`src/rtl/timer_periph_pkg.sv`:
```
// timer_periph_pkg: shared constants for the memory-mapped timer peripheral.
//   Register byte offsets inside the 32-byte window, TCON bit positions and
//   the TL terminal count. Optional macro TIMER_PRESCALE_EN (see timer_periph).
package timer_periph_pkg;

   localparam logic [4:0] OFF_TH      = 5'h00;
   localparam logic [4:0] OFF_TL      = 5'h04;
   localparam logic [4:0] OFF_TCON    = 5'h08;
   localparam logic [4:0] OFF_PRESC   = 5'h0C;
   localparam logic [4:0] OFF_SYSTICK = 5'h10;

   localparam int TCON_EN  = 0;
   localparam int TCON_IE  = 1;
   localparam int TCON_IRQ = 2;

   localparam logic [31:0] TL_MAX = 32'hFFFF_FFFF;

endpackage

```
`src/rtl/timer_counter.sv`:
```
// timer_counter: TL counter with reload from TH and optional prescaler.
//   clk, reset      : clock, async active-low reset
//   en              : TCON.EN
//   th              : reload value (current TH, so a same-cycle TH write is not seen)
//   tl_we/tl_wdata  : software TL write, overrides increment and reload
//   presc_we/presc_wdata/presc : PRESC write and readback (TIMER_PRESCALE_EN only)
//   tl              : current counter value
//   reload          : high on the cycle whose clock edge reloads TL from TH
// Macro TIMER_PRESCALE_EN adds the prescaler; without it TL advances every
// enabled cycle.
module timer_counter
   import timer_periph_pkg::*;
(
   input  logic        clk,
   input  logic        reset,
   input  logic        en,
   input  logic [31:0] th,
   input  logic        tl_we,
   input  logic [31:0] tl_wdata,
`ifdef TIMER_PRESCALE_EN
   input  logic        presc_we,
   input  logic [15:0] presc_wdata,
   output logic [15:0] presc,
`endif
   output logic [31:0] tl,
   output logic        reload
);

   logic tick;

`ifdef TIMER_PRESCALE_EN
   logic [15:0] pcnt;

   // TL advances when the prescale count has reached PRESC; PRESC = 0 ticks every cycle.
   assign tick = (pcnt == presc);

   always_ff @(posedge clk or negedge reset) begin
      if (!reset) begin
         presc <= '0;
         pcnt  <= '0;
      end else if (presc_we) begin
         presc <= presc_wdata;
         pcnt  <= '0;
      end else if (en) begin
         pcnt  <= tick ? 16'd0 : pcnt + 16'd1;
      end
   end
`else
   assign tick = 1'b1;
`endif

   assign reload = en & tick & (tl == TL_MAX);

   always_ff @(posedge clk or negedge reset) begin
      if (!reset)         tl <= '0;
      else if (tl_we)     tl <= tl_wdata;
      else if (reload)    tl <= th;
      else if (en & tick) tl <= tl + 32'd1;
   end

endmodule

```
`src/rtl/timer_periph.sv`:
```
// timer_periph: memory-mapped timer beside the CPU data memory.
//   clk, reset  : clock, async active-low reset
//   MemRead     : load strobe (EX/MEM)
//   MemWrite    : store strobe (EX/MEM); wins over MemRead
//   Address     : byte address, window is Address[31:5] == BASE_ADDR[31:5]
//   WriteData   : store data
//   ReadData    : registered read data, 0 when the last cycle was not a read hit
//   Hit         : registered MemRead & in-window, selects ReadData in WB
//   Interrupt   : IE & IRQ level request
// Registers: TH 0x00, TL 0x04, TCON 0x08 {IRQ,IE,EN}, PRESC 0x0C, SYSTICK 0x10.
// Macro TIMER_PRESCALE_EN enables PRESC; otherwise 0x0C reads 0.
module timer_periph
   import timer_periph_pkg::*;
#(
   parameter logic [31:0] BASE_ADDR = 32'h4000_0000,
   parameter int          SYSTICK_W = 32
) (
   input  logic        clk,
   input  logic        reset,
   input  logic        MemRead,
   input  logic        MemWrite,
   input  logic [31:0] Address,
   input  logic [31:0] WriteData,
   output logic [31:0] ReadData,
   output logic        Hit,
   output logic        Interrupt
);

   logic                 in_win, wr, rd_hit, reload;
   logic [4:0]           off;
   logic [31:0]          th, tl, rd_mux;
   logic                 en, ie, irq;
   logic [SYSTICK_W-1:0] systick;
   logic                 unused_addr;

   // Byte lanes are ignored: every access is treated as a whole word.
   assign unused_addr = ^Address[1:0];
   assign off         = {Address[4:2], 2'b00};
   assign in_win      = (Address[31:5] == BASE_ADDR[31:5]);
   assign wr          = MemWrite & in_win;
   assign rd_hit      = MemRead & in_win & ~MemWrite;

`ifdef TIMER_PRESCALE_EN
   logic [15:0] presc;
`endif

   timer_counter u_cnt (
      .clk        (clk),
      .reset      (reset),
      .en         (en),
      .th         (th),
      .tl_we      (wr && off == OFF_TL),
      .tl_wdata   (WriteData),
`ifdef TIMER_PRESCALE_EN
      .presc_we   (wr && off == OFF_PRESC),
      .presc_wdata(WriteData[15:0]),
      .presc      (presc),
`endif
      .tl         (tl),
      .reload     (reload)
   );

   always_ff @(posedge clk or negedge reset) begin
      if (!reset) begin
         th      <= '0;
         en      <= 1'b0;
         ie      <= 1'b0;
         irq     <= 1'b0;
         systick <= '0;
      end else begin
         systick <= systick + SYSTICK_W'(1);
         if (wr && off == OFF_TH) th <= WriteData;
         if (wr && off == OFF_TCON) begin
            en <= WriteData[TCON_EN];
            ie <= WriteData[TCON_IE];
         end
         // Hardware set beats a same-cycle software clear; writing 1 never sets.
         if (reload & ie)
            irq <= 1'b1;
         else if (wr && off == OFF_TCON && !WriteData[TCON_IRQ])
            irq <= 1'b0;
      end
   end

   always_comb begin
      rd_mux = '0;
      case (off)
         OFF_TH:      rd_mux = th;
         OFF_TL:      rd_mux = tl;
         OFF_TCON: begin
            rd_mux[TCON_EN]  = en;
            rd_mux[TCON_IE]  = ie;
            rd_mux[TCON_IRQ] = irq;
         end
`ifdef TIMER_PRESCALE_EN
         OFF_PRESC:   rd_mux = {16'd0, presc};
`endif
         OFF_SYSTICK: rd_mux = 32'(systick);
         default:     rd_mux = '0;
      endcase
   end

   always_ff @(posedge clk or negedge reset) begin
      if (!reset) begin
         ReadData <= '0;
         Hit      <= 1'b0;
      end else begin
         ReadData <= rd_hit ? rd_mux : 32'd0;
         Hit      <= MemRead & in_win;
      end
   end

   assign Interrupt = ie & irq;

endmodule

```
`config.mk`:
```
export PLATFORM = sky130hd
export DESIGN_NAME = timer_periph
export DESIGN_NICKNAME = d
export VERILOG_FILES = /design/src/rtl/timer_periph_pkg.sv /design/src/rtl/timer_counter.sv /design/src/rtl/timer_periph.sv
export SDC_FILE = /design/constraint.sdc
export NUM_CORES = 1
export LEC_CHECK = 0
export ABC_CLOCK_PERIOD_IN_PS = 2050
export BUFFER_PORTS_ARGS = -buffer_cell sky130_fd_sc_hd__buf_2
export CORE_UTILIZATION = 58
export DETAILED_ROUTE_END_ITERATION = 16
export GPL_ROUTABILITY_DRIVEN = 0
export HOLD_SLACK_MARGIN = 0.1
export PLACE_DENSITY = 0.81
export SLEW_MARGIN = 30
export SYNTH_ARGS = -nofsm -noshare
export SYNTH_HDL_FRONTEND = slang
export SYNTH_HIERARCHICAL = 1
export SYNTH_SLANG_ARGS = --single-unit
```
`constraint.sdc`:
```
create_clock -name clk -period 2.05 [get_ports clk]
set_input_delay 0.1025 -clock clk [delete_from_list [all_inputs] [get_ports clk]]
set_output_delay 0.1025 -clock clk [all_outputs]
set_load 0.02 [all_outputs]
```
After elaboration in Yosys (flattened, before gate mapping)
Index checks and enable logic that the tools add are counted.
{"block": "totals", "ff_bits": 132, "latchBits": 0, "mem_bits_rw": 0, "romBits": 0, "in_bits": 68, "output_inout_bits": 34, "word_cells": 38, "n_memories": 0}
{"block": "classes", "add_sub_neg": 2, "mul": 0, "n_div": 0, "magnitude_cmp": 0, "n_eq_ne": 5, "shift": 0, "n_mux": 8, "bitwise": 7, "reduce_logical": 8}
{"op": "$mux 32", "n": 4}
{"op": "$pmux 29 s3", "n": 1}
{"op": "$add 32x1->32 const B", "n": 2}
{"op": "$eq 32x32->1 const B", "n": 1}
{"op": "$eq 27x26->1 const B", "n": 1}
{"op": "$pmux 3 s4", "n": 1}
{"op": "$and 1x1->1", "n": 6}
{"op": "$logic_not 5->1", "n": 1}
{"op": "$logic_and 1x1->1", "n": 4}
{"op": "$eq 3x1->1 const B", "n": 1}
{"op": "$eq 3x2->1 const B", "n": 1}
{"op": "$eq 3x3->1 const B", "n": 1}
{"op": "$reduce_bool 3->1", "n": 1}
{"op": "$mux 1", "n": 2}
{"op": "$reduce_bool 2->1", "n": 1}
{"op": "$logic_not 1->1", "n": 1}
{"op": "$not 1->1", "n": 1}

Longest topological paths before layout
Gate-level depths: netlist of the first run.
{"block": "logic_depth", "ltp_word": 6, "ltp_mapped": 10}

Hierarchy
Netlist of the first run, hierarchy kept.
{"mod": "timer_periph", "instances": 1, "cells_per_inst": 405, "area_per_inst_um2": 4739.5, "seq_area_each_um2": 2502.4}
{"mod": "timer_counter", "instances": 1, "cells_per_inst": 285, "area_per_inst_um2": 2391.0, "seq_area_each_um2": 800.8}

Worst setup path after synthesis of the first run
Ideal clock, no wire load.
{"block": "synth_timing", "path_kind": "input to register", "start": "in Address[4]", "end": "reg u_cnt.tl[11]", "arrival_ns": 1.913, "required_ns": 1.913, "slack_ns": 0.001, "cell_stages": 10, "path_buffers": 5, "path_cell_list": "buf_2 -> buf_1 -> nor2_1 -> nand2_1 -> nor4_1 -> clkbuf_1 -> nand2b_1 -> clkbuf_1 -> clkbuf_1 -> o21ai_0"}
{"block": "synth_between", "elab_chain_len": 3, "word_cells_on_any_way": 4, "cone_classes": "eq/ne: 1; mux: 1; reduce/logical: 2"}
{"element": "from (decl)", "line_no": "timer_periph.sv:22", "source": "input logic [31:0] Address,"}
{"element": "$eq 3x1->1 (*)", "line_no": "timer_periph.sv:52", "source": ".tl_we (wr && off == OFF_TL),"}
{"element": "$logic_and 1x1->1 (*)", "line_no": "timer_periph.sv:52"}
{"element": "$reduce_bool 3->1 (no line) or $mux 32 (tied branches)"}
{"element": "to (signal assigned)", "line_no": "timer_counter.sv:56", "source": "else if (tl_we) tl <= tl_wdata;"}
{"element": "to (signal assigned)", "line_no": "timer_counter.sv:57", "source": "else if (reload) tl <= th;"}
{"element": "to (signal assigned)", "line_no": "timer_counter.sv:58", "source": "else if (en & tick) tl <= tl + 32'd1;"}
{"element": "to (decl)", "line_no": "timer_counter.sv:25", "source": "output logic [31:0] tl,"}
Every way passes the cells marked *; elsewhere a longest branch is shown, timed or not.
A chain may end at the register's enable or synchronous reset.

Final worst setup path of the first run
{"block": "layout_timing", "start": "reg u_cnt.tl[1]", "end": "reg u_cnt.tl[1]"}
{"block": "layout_between", "elab_chain_len": 4, "word_cells_on_any_way": 7, "cone_classes": "add/sub: 1; eq/ne: 1; mux: 3; bitwise: 1; reduce/logical: 1"}
{"element": "$eq 32x32->1 (*)", "line_no": "timer_counter.sv:52", "source": "assign reload = en & tick & (tl == TL_MAX);"}
{"element": "$and 1x1->1 (*)", "line_no": "timer_counter.sv:52"}
{"element": "named net reload", "line_no": "timer_periph.sv:29", "source": "logic in_win, wr, rd_hit, reload;"}
{"element": "$mux 32", "line_no": "timer_counter.sv:57"}
{"element": "$mux 32", "line_no": "timer_counter.sv:56"}
The timed path passes the listed nets; every way through them passes the cells marked *. The select of a mux whose other input is x is not followed.

==> results of run 1 <==
-- through the flow --
step	hold slack (ns)	instances	worst slack, ns	power [mW]	util, %
finish	0.140	1009	0.116	5.99	74.4
global placement	0.0951	938	0.116	2.89	66.1
detailed placement	0.0947	938	0.0183	2.90	66.1
floorplan	-0.193	690	0.000548	2.73	-
global route	0.179	1009	0.0303	6.14	74.4
CTS	0.128	1009	0.0811	6.01	74.3
-- final timing paths --
check	from	endpoint	slack, ns
max	u_cnt/tl[1]	u_cnt/tl[1]	0.12
min	Address[27]	irq	0.14
max reg2reg	u_cnt/tl[1]	u_cnt/tl[1]	0.12
min reg2reg	systick[22]	systick[22]	0.50
max in group asynchronous	reset	ReadData[4]	1.16
min in group asynchronous	reset	u_cnt/tl[17]	0.18
-- logic make-up (layout without fill, tap and decap cells) --
| logic type | Yosys count | after routing |
|---|---|---|
| xor gates and xnor gates | 54 | 54 |
| AOI/OAI and AO/OA | 123 | 123 |
| buffers and inverters | 47 | 219 |
| adders and majority gates | 2 | 2 |
| and+or+nand+nor | 256 | 256 |
| muxes | 76 | 76 |
| DFF | 132 | 132 |
-- metal layers --
| metal | part of all wire (%) | GRT usage [%] | wire, um |
|---|---|---|---|
| met1 | 41 | 36.9 | 7530 |
| met2 | 51 | 53.7 | 9460 |
| met3 | 5.0 | 6.21 | 919 |
| met4 | 3.5 | 17.2 | 655 |
| met5 | 0 | 0 | 0 |
-- final cells by class --
class	count	area (sq um)	area share [%]
Multi-Input combinational cell	511	3590	40.2
Clock buffer	21	460	5.15
Tap cell	147	184	2.06
Sequential cell	132	3300	37.0
Inverter	11	41.3	0.462
Timing Repair Buffer	176	1220	13.7
Clock inverter	11	133	1.48
-- tightest hold or removal path: cells and delay by family --
kind | cells | cell delay [ns]
AO/OA/AOI/OAI | 1 | 0.06
AND/OR/NAND/NOR | 3 | 0.17
buffers and inverters | 2 | 0.20
-- cell usage after synthesis, drive strengths merged (9+ instances only) --
master / instances / area share [%]
inv: 11 / 0.58
buf: 16 / 1.9
o21ai: 24 / 1.7
nand3: 35 / 2.5
and3: 9 / 0.81
nor3b: 16 / 1.7
mux2: 34 / 6.9
a21oi: 74 / 5.2
xnor2: 31 / 3.8
xor2: 23 / 2.8
dfrtp: 132 / 46
mux2i: 42 / 5.9
nor2: 78 / 4.1
nor4: 15 / 2.7
nand4: 25 / 2.8
clkbuf: 20 / 1.1
nand2: 35 / 1.8
nor3: 19 / 1.3
-- power by group through the flow --
stage | clock network, mW | registers (mW) | logic [mW]
6_report | 3.09 | 2.61 | 0.299
3_3_place_gp | 0 | 2.65 | 0.240
4_1_cts | 3.10 | 2.61 | 0.302
2_1_floorplan | 0 | 2.65 | 0.0723
3_5_place_dp | 0 | 2.65 | 0.246
5_1_grt | 3.20 | 2.61 | 0.328
-- repair_timing --
item | CTS | global route
hold buffers | 39 | 0
endpoints found under the hold margin | 156 | 0
gates resized for setup | 0 | 2
setup endpoints to repair | 0 | 15
-- state kept, by name, summed over array words and instances (netlist names) --
register / count
th: 32
ReadData: 32
ie: 1
en: 1
irq: 1
systick: 32
Hit: 1
u_cnt/tl: 32
==> summary.md, run 1 <==
Timing
- 1.93 ns — final worst path period need
- 0 — Final Hold Viols
- 0.532 ns — Worst Max-Slew Pin Slew
- 0.00743 ns — worst clock skew
- 94.3% — final clock period utilization by the worst path
- 64.0% — max_slew headroom
- 0 — number of pins with negative max-slew slack in the final report
- 0 — Setup Viol. Count Final
- 0.517 GHz — highest clock rate
- 0 ns — Total Negative Setup Slacks
- no — setup repair after global routing missed its margin

Layout
- 0.00894 sq mm — final non-filler cell area
- 25.4% — signed area change from the synthesized netlist to the final layout
- 26.8% — layout cells sized above 1
- 0 — diodes inserted
- 919 — number of nets at the end of the flow
- 132 x sky130_fd_sc_hd__dfrtp_1, 98 x sky130_fd_sc_hd__buf_2, 78 x sky130_fd_sc_hd__nor2_1 — highest-count cells in the layout ignoring fill and taps
- sky130_fd_sc_hd__dfrtp_1 — most frequent standard cell in the layout excluding fill and tap cells
- 823 — fillers

Clock network
- yes — clock tree from TritonCTS
- 17 — total CTS buffers
- 0.43 ns — insertion delay of the later-clocked pin in the worst-skew pair
- 0.06 ns — CTS clk-pin slew, worst paths
- sky130_fd_sc_hd__clkbuf_16 — clock tree root buffer cell
- 4 — total number of H-tree levels
- 0 — setup repair bufs after CTS
- 2 — clk buf depth
- 132 — clock sink total

Power
- 4.21 nW — standby leakage power
- 0.000776 V — Max VDD drop
- 21.6% — switching part of the total power
- 1.29 mW — net load switching power
- 51.5% — relative contribution of the clock network to total power
- 4.70 mW — Int Pwr
- 5.0% — power share of the combinational group
- 670 mW/mm^2 — total power density per cell area
- 43.5% — sequential share of power

Global routing
- 31.2% — combined global-route utilization of all metal layers
- 0 — antenna violations before repair
- 0 — total overflow reported by the global router
- 52 — pin count of the biggest net entering global routing
- 6303 — vias in the first global route
- 30600 um — first-pass GRT wire length

Logic synthesis
- 54 — count of distinct cell types in the synthesized netlist
- 12.8% — mux cell area share after synthesis
- 0 — number of flops mapped to enable cells by yosys
- 100% — async set-reset flop share out of synthesis
- 0.351% — arithmetic-cell share of the synthesized area counting full adders, half adders and majority gates
- 760 — Net Count, Synth
- 46.3% — share of the yosys chip area belonging to registers
- 6 — Yosys warning total
- simple AND/OR/NAND/NOR gates — main combinational cell family by area after synthesis
- 9.79% — share of the synthesized area in compound gates (AO/OA/AOI/OAI)
- 10.3 sq um — average cell area after synthesis
- 690 — gate count after technology mapping
- 6.63% — xor-xnor portion of the synthesized cell area
- 0.00713 sq mm — post-synth design cell area
- sky130_fd_sc_hd__dfrtp_1 — Main synth FF type
- 20.5% — Post-Synth Simple-Gate Area
- 132 — Seq cells post-synth

Detailed routing
- 5 — count of TritonRoute iterations in the first routing pass
- 5977 — via count
- 492 — initial drt markers
- 0 — remaining number of nets flagged by the antenna check after routing
- 18600 um — Detailed Route WL
- 18.4 um — Avg WL per Cell
- 0 — Remaining DRCs
- 5.92 — via density per instance

Min path
- input pin to flip-flop — worst min-delay path category
- 6 — Hold Path Cell Cnt

Critical path
- 7 — cell depth of the worst setup path
- simple AND/OR/NAND/NOR gates — CP top delay family
- flip-flop — Worst Setup End Kind
- flip-flop — nature of the critical path startpoint
- 2.22 ns — critical path data arrival time
- 0.36 ns — delay of the slowest cell on the worst path
- flip-flop to flip-flop — crit path kind
- ha_1, nand3_2, nor4_4, nand3_2, inv_2, mux2i_1, o21ai_0 — ordered cell list for the critical path
- sky130_fd_sc_hd__nand3_2 — cell mode on critical path
- 8 — Crit Path Max Fanout
- 7 — logic depth of the worst register-to-register path
- 1 — number of buffer and inverter stages on the critical path
- 2.34 ns — data required time at the worst endpoint
- sky130_fd_sc_hd__dfrtp_1 — highest-delay cell along the critical path

Placed design
- 0.00795 sq mm — area of placed instances
- 99 — Port-buffer cells
- 12000 um — placed wire-length estimate

Job
- 0 — # Max-Cap Violations

Die
- 102 — I/O Pins
- 113 um — Die Span X
- 0.0120 sq mm — placeable core region
- 113 um — height of the chip
- 40 — num rows
- 0.0127 sq mm — Die Area
- 59.4% — starting density of the core

Run status
- complete, no violations — run status

(Power assumes the default switching activity.)
==> run 2, diff against run 1 <==
Settings changed: CORE_UTILIZATION 58 to 30, PLACE_DENSITY 0.81 to default.
==> summary.md, run 2 (same netlist as run 1, synthesis figures left out) <==
Layout
- 930 — number of nets at the end of the flow, was 919
- 27.4% — layout cells sized above 1, was 26.8%
- 0 — diodes inserted, unchanged
- 28.6% — signed area change from the synthesized netlist to the final layout, was 25.4%
- 39.2% — post-layout utilization of the core, was 74.4%
- 132 x sky130_fd_sc_hd__dfrtp_1, 98 x sky130_fd_sc_hd__buf_2, 78 x sky130_fd_sc_hd__nor2_1 — highest-count cells in the layout ignoring fill and taps, unchanged
- 1189 — non-filler instance count after layout, was 1009
- sky130_fd_sc_hd__dfrtp_1 — most frequent standard cell in the layout excluding fill and tap cells, unchanged
- 0.00917 sq mm — final non-filler cell area, was 0.00894 sq mm

Timing
- 0 — Setup Viol. Count Final, unchanged
- 0 — number of pins with negative max-slew slack in the final report, unchanged
- no — setup repair after global routing missed its margin, unchanged
- 0.524 GHz — highest clock rate, was 0.517 GHz
- 0 ns — Total Negative Setup Slacks, unchanged
- 93.1% — final clock period utilization by the worst path, was 94.3%
- 0 — Final Hold Viols, unchanged
- 59.0% — max_slew headroom, was 64.0%
- 1.91 ns — final worst path period need, was 1.93 ns
- 0.00850 ns — worst clock skew, was 0.00743 ns
- 0.607 ns — Worst Max-Slew Pin Slew, was 0.532 ns

Global routing
- 0 — antenna violations before repair, unchanged
- 0 — total overflow reported by the global router, unchanged
- 31300 um — first-pass GRT wire length, was 30600 um
- 16.7% — combined global-route utilization of all metal layers, was 31.2%
- 52 — pin count of the biggest net entering global routing, unchanged
- 5869 — vias in the first global route, was 6303

Placed design
- 99 — Port-buffer cells, unchanged
- 1121 — cell total after placement, was 938
- 13500 um — placed wire-length estimate, was 12000 um
- 0.00823 sq mm — area of placed instances, was 0.00795 sq mm

Critical path
- flip-flop to flip-flop — crit path kind, unchanged
- flip-flop — Worst Setup End Kind, unchanged
- 2.21 ns — critical path data arrival time, was 2.22 ns
- 2.35 ns — data required time at the worst endpoint, was 2.34 ns
- flip-flop — nature of the critical path startpoint, unchanged
- 11 — Crit Path Max Fanout, was 8

Detailed routing
- 0 — remaining number of nets flagged by the antenna check after routing, unchanged
- 0 — Remaining DRCs, unchanged
- 259 — initial drt markers, was 492
- 5 — count of TritonRoute iterations in the first routing pass, unchanged
- 16.3 um — Avg WL per Cell, was 18.4 um
- 4.85 — via density per instance, was 5.92
- 5772 — via count, was 5977
- 19300 um — Detailed Route WL, was 18600 um

Run status
- complete, no violations — run status, unchanged

Clock network
- 132 — clock sink total, unchanged
- sky130_fd_sc_hd__clkbuf_16 — clock tree root buffer cell, unchanged
- yes — clock tree from TritonCTS, unchanged
- 0 — setup repair bufs after CTS, unchanged
- 2 — clk buf depth, unchanged
- 4 — total number of H-tree levels, unchanged
- 17 — total CTS buffers, unchanged
- 0.42 ns — insertion delay of the later-clocked pin in the worst-skew pair, was 0.43 ns
- 0.05 ns — CTS clk-pin slew, worst paths, was 0.06 ns

Die
- 30.5% — starting density of the core, was 59.4%
- 156 um — Die Span X, was 113 um
- 56 — num rows, was 40
- 102 — I/O Pins, unchanged
- 156 um — height of the chip, was 113 um
- 0.0234 sq mm — placeable core region, was 0.0120 sq mm
- 0.0244 sq mm — Die Area, was 0.0127 sq mm

Power
- 625 mW/mm^2 — total power density per cell area, was 670 mW/mm^2
- 0.000451 V — Max VDD drop, was 0.000776 V
- 5.73 mW — total power draw, was 5.99 mW
- 4.24 nW — standby leakage power, was 4.21 nW

Job
- 0 — # Max-Cap Violations, unchanged

Min path
- input pin to asynchronous set/reset pin — worst min-delay path category, was input pin to flip-flop

==> run 2: changes by cell type in the layout (fill, tap and decap cells not counted), sizes merged <==
cell      delta
buf         +11
bufinv       -2
clkbuf       +2
clkinv       -2
clkinvlp     -1
==> run 2: where the power goes <==
group          leakage [nW]  switching, mW  internal (mW)  total (mW)
clock                 0.268           1.08           1.73        2.81
sequential             1.76    0.000000213           2.61        2.61
combinational          2.21          0.168          0.136       0.305
==> run 2: cell type report <==
type | instances | area (sq um)
Clock buffer | 23 | 478
Clock inverter | 6 | 55.1
Fill cell | 2396 | 14200
Inverter | 11 | 41.3
Multi-Input combinational cell | 511 | 3590
Sequential cell | 132 | 3300
Tap cell | 319 | 399
Timing Repair Buffer | 187 | 1300
==> run 2: path summary, 6_finish.rpt <==
check                             from            to  slack, ns  cells past startpoint
min                              reset  ReadData[19]       0.18                      2
max reg2reg                u_cnt/tl[0]   u_cnt/tl[1]       0.14                      7
min in group clk            Address[4]   ReadData[2]       0.20                      5
max in group asynchronous        reset        th[13]       1.23                      3
min reg2reg                 systick[1]    systick[1]       0.50                      1
max                        u_cnt/tl[0]   u_cnt/tl[1]       0.14                      7
==> run 2: timing repair <==
action | 4_1_cts | 5_1_grt
hold endpoints to repair | 203 | 0
resized for setup | 0 | 2
hold buffers | 39 | 0
setup endpoints to repair | 0 | 15
==> run 2: per-layer routing <==
layer  track usage [%]  wire (um)  up-vias
li1                  -          -     2792
met1              20.9       8630     2826
met4              5.28        340        0
met5                 0          0        -
met2              28.6       9590      129
met3              3.61        759       25
==> run 2: stage by stage <==
stage	hold WS [ns]	setup slack [ns]
2_1_floorplan	-0.193	0.000548
3_3_place_gp	0.0556	0.0808
3_5_place_dp	0.0559	0.0517
4_1_cts	0.177	0.0494
5_1_grt	0.217	0.0537
6_report	0.176	0.141
==> run 2: critical path, stage by stage, from the launching register on <==
cell                      delay (ns)
sky130_fd_sc_hd__dfrtp_1        0.36
sky130_fd_sc_hd__ha_1           0.21
sky130_fd_sc_hd__nand3_2        0.18
sky130_fd_sc_hd__nor4_4         0.35
sky130_fd_sc_hd__nand3_2        0.12
sky130_fd_sc_hd__inv_2          0.25
sky130_fd_sc_hd__mux2i_1        0.22
sky130_fd_sc_hd__o21ai_0        0.08
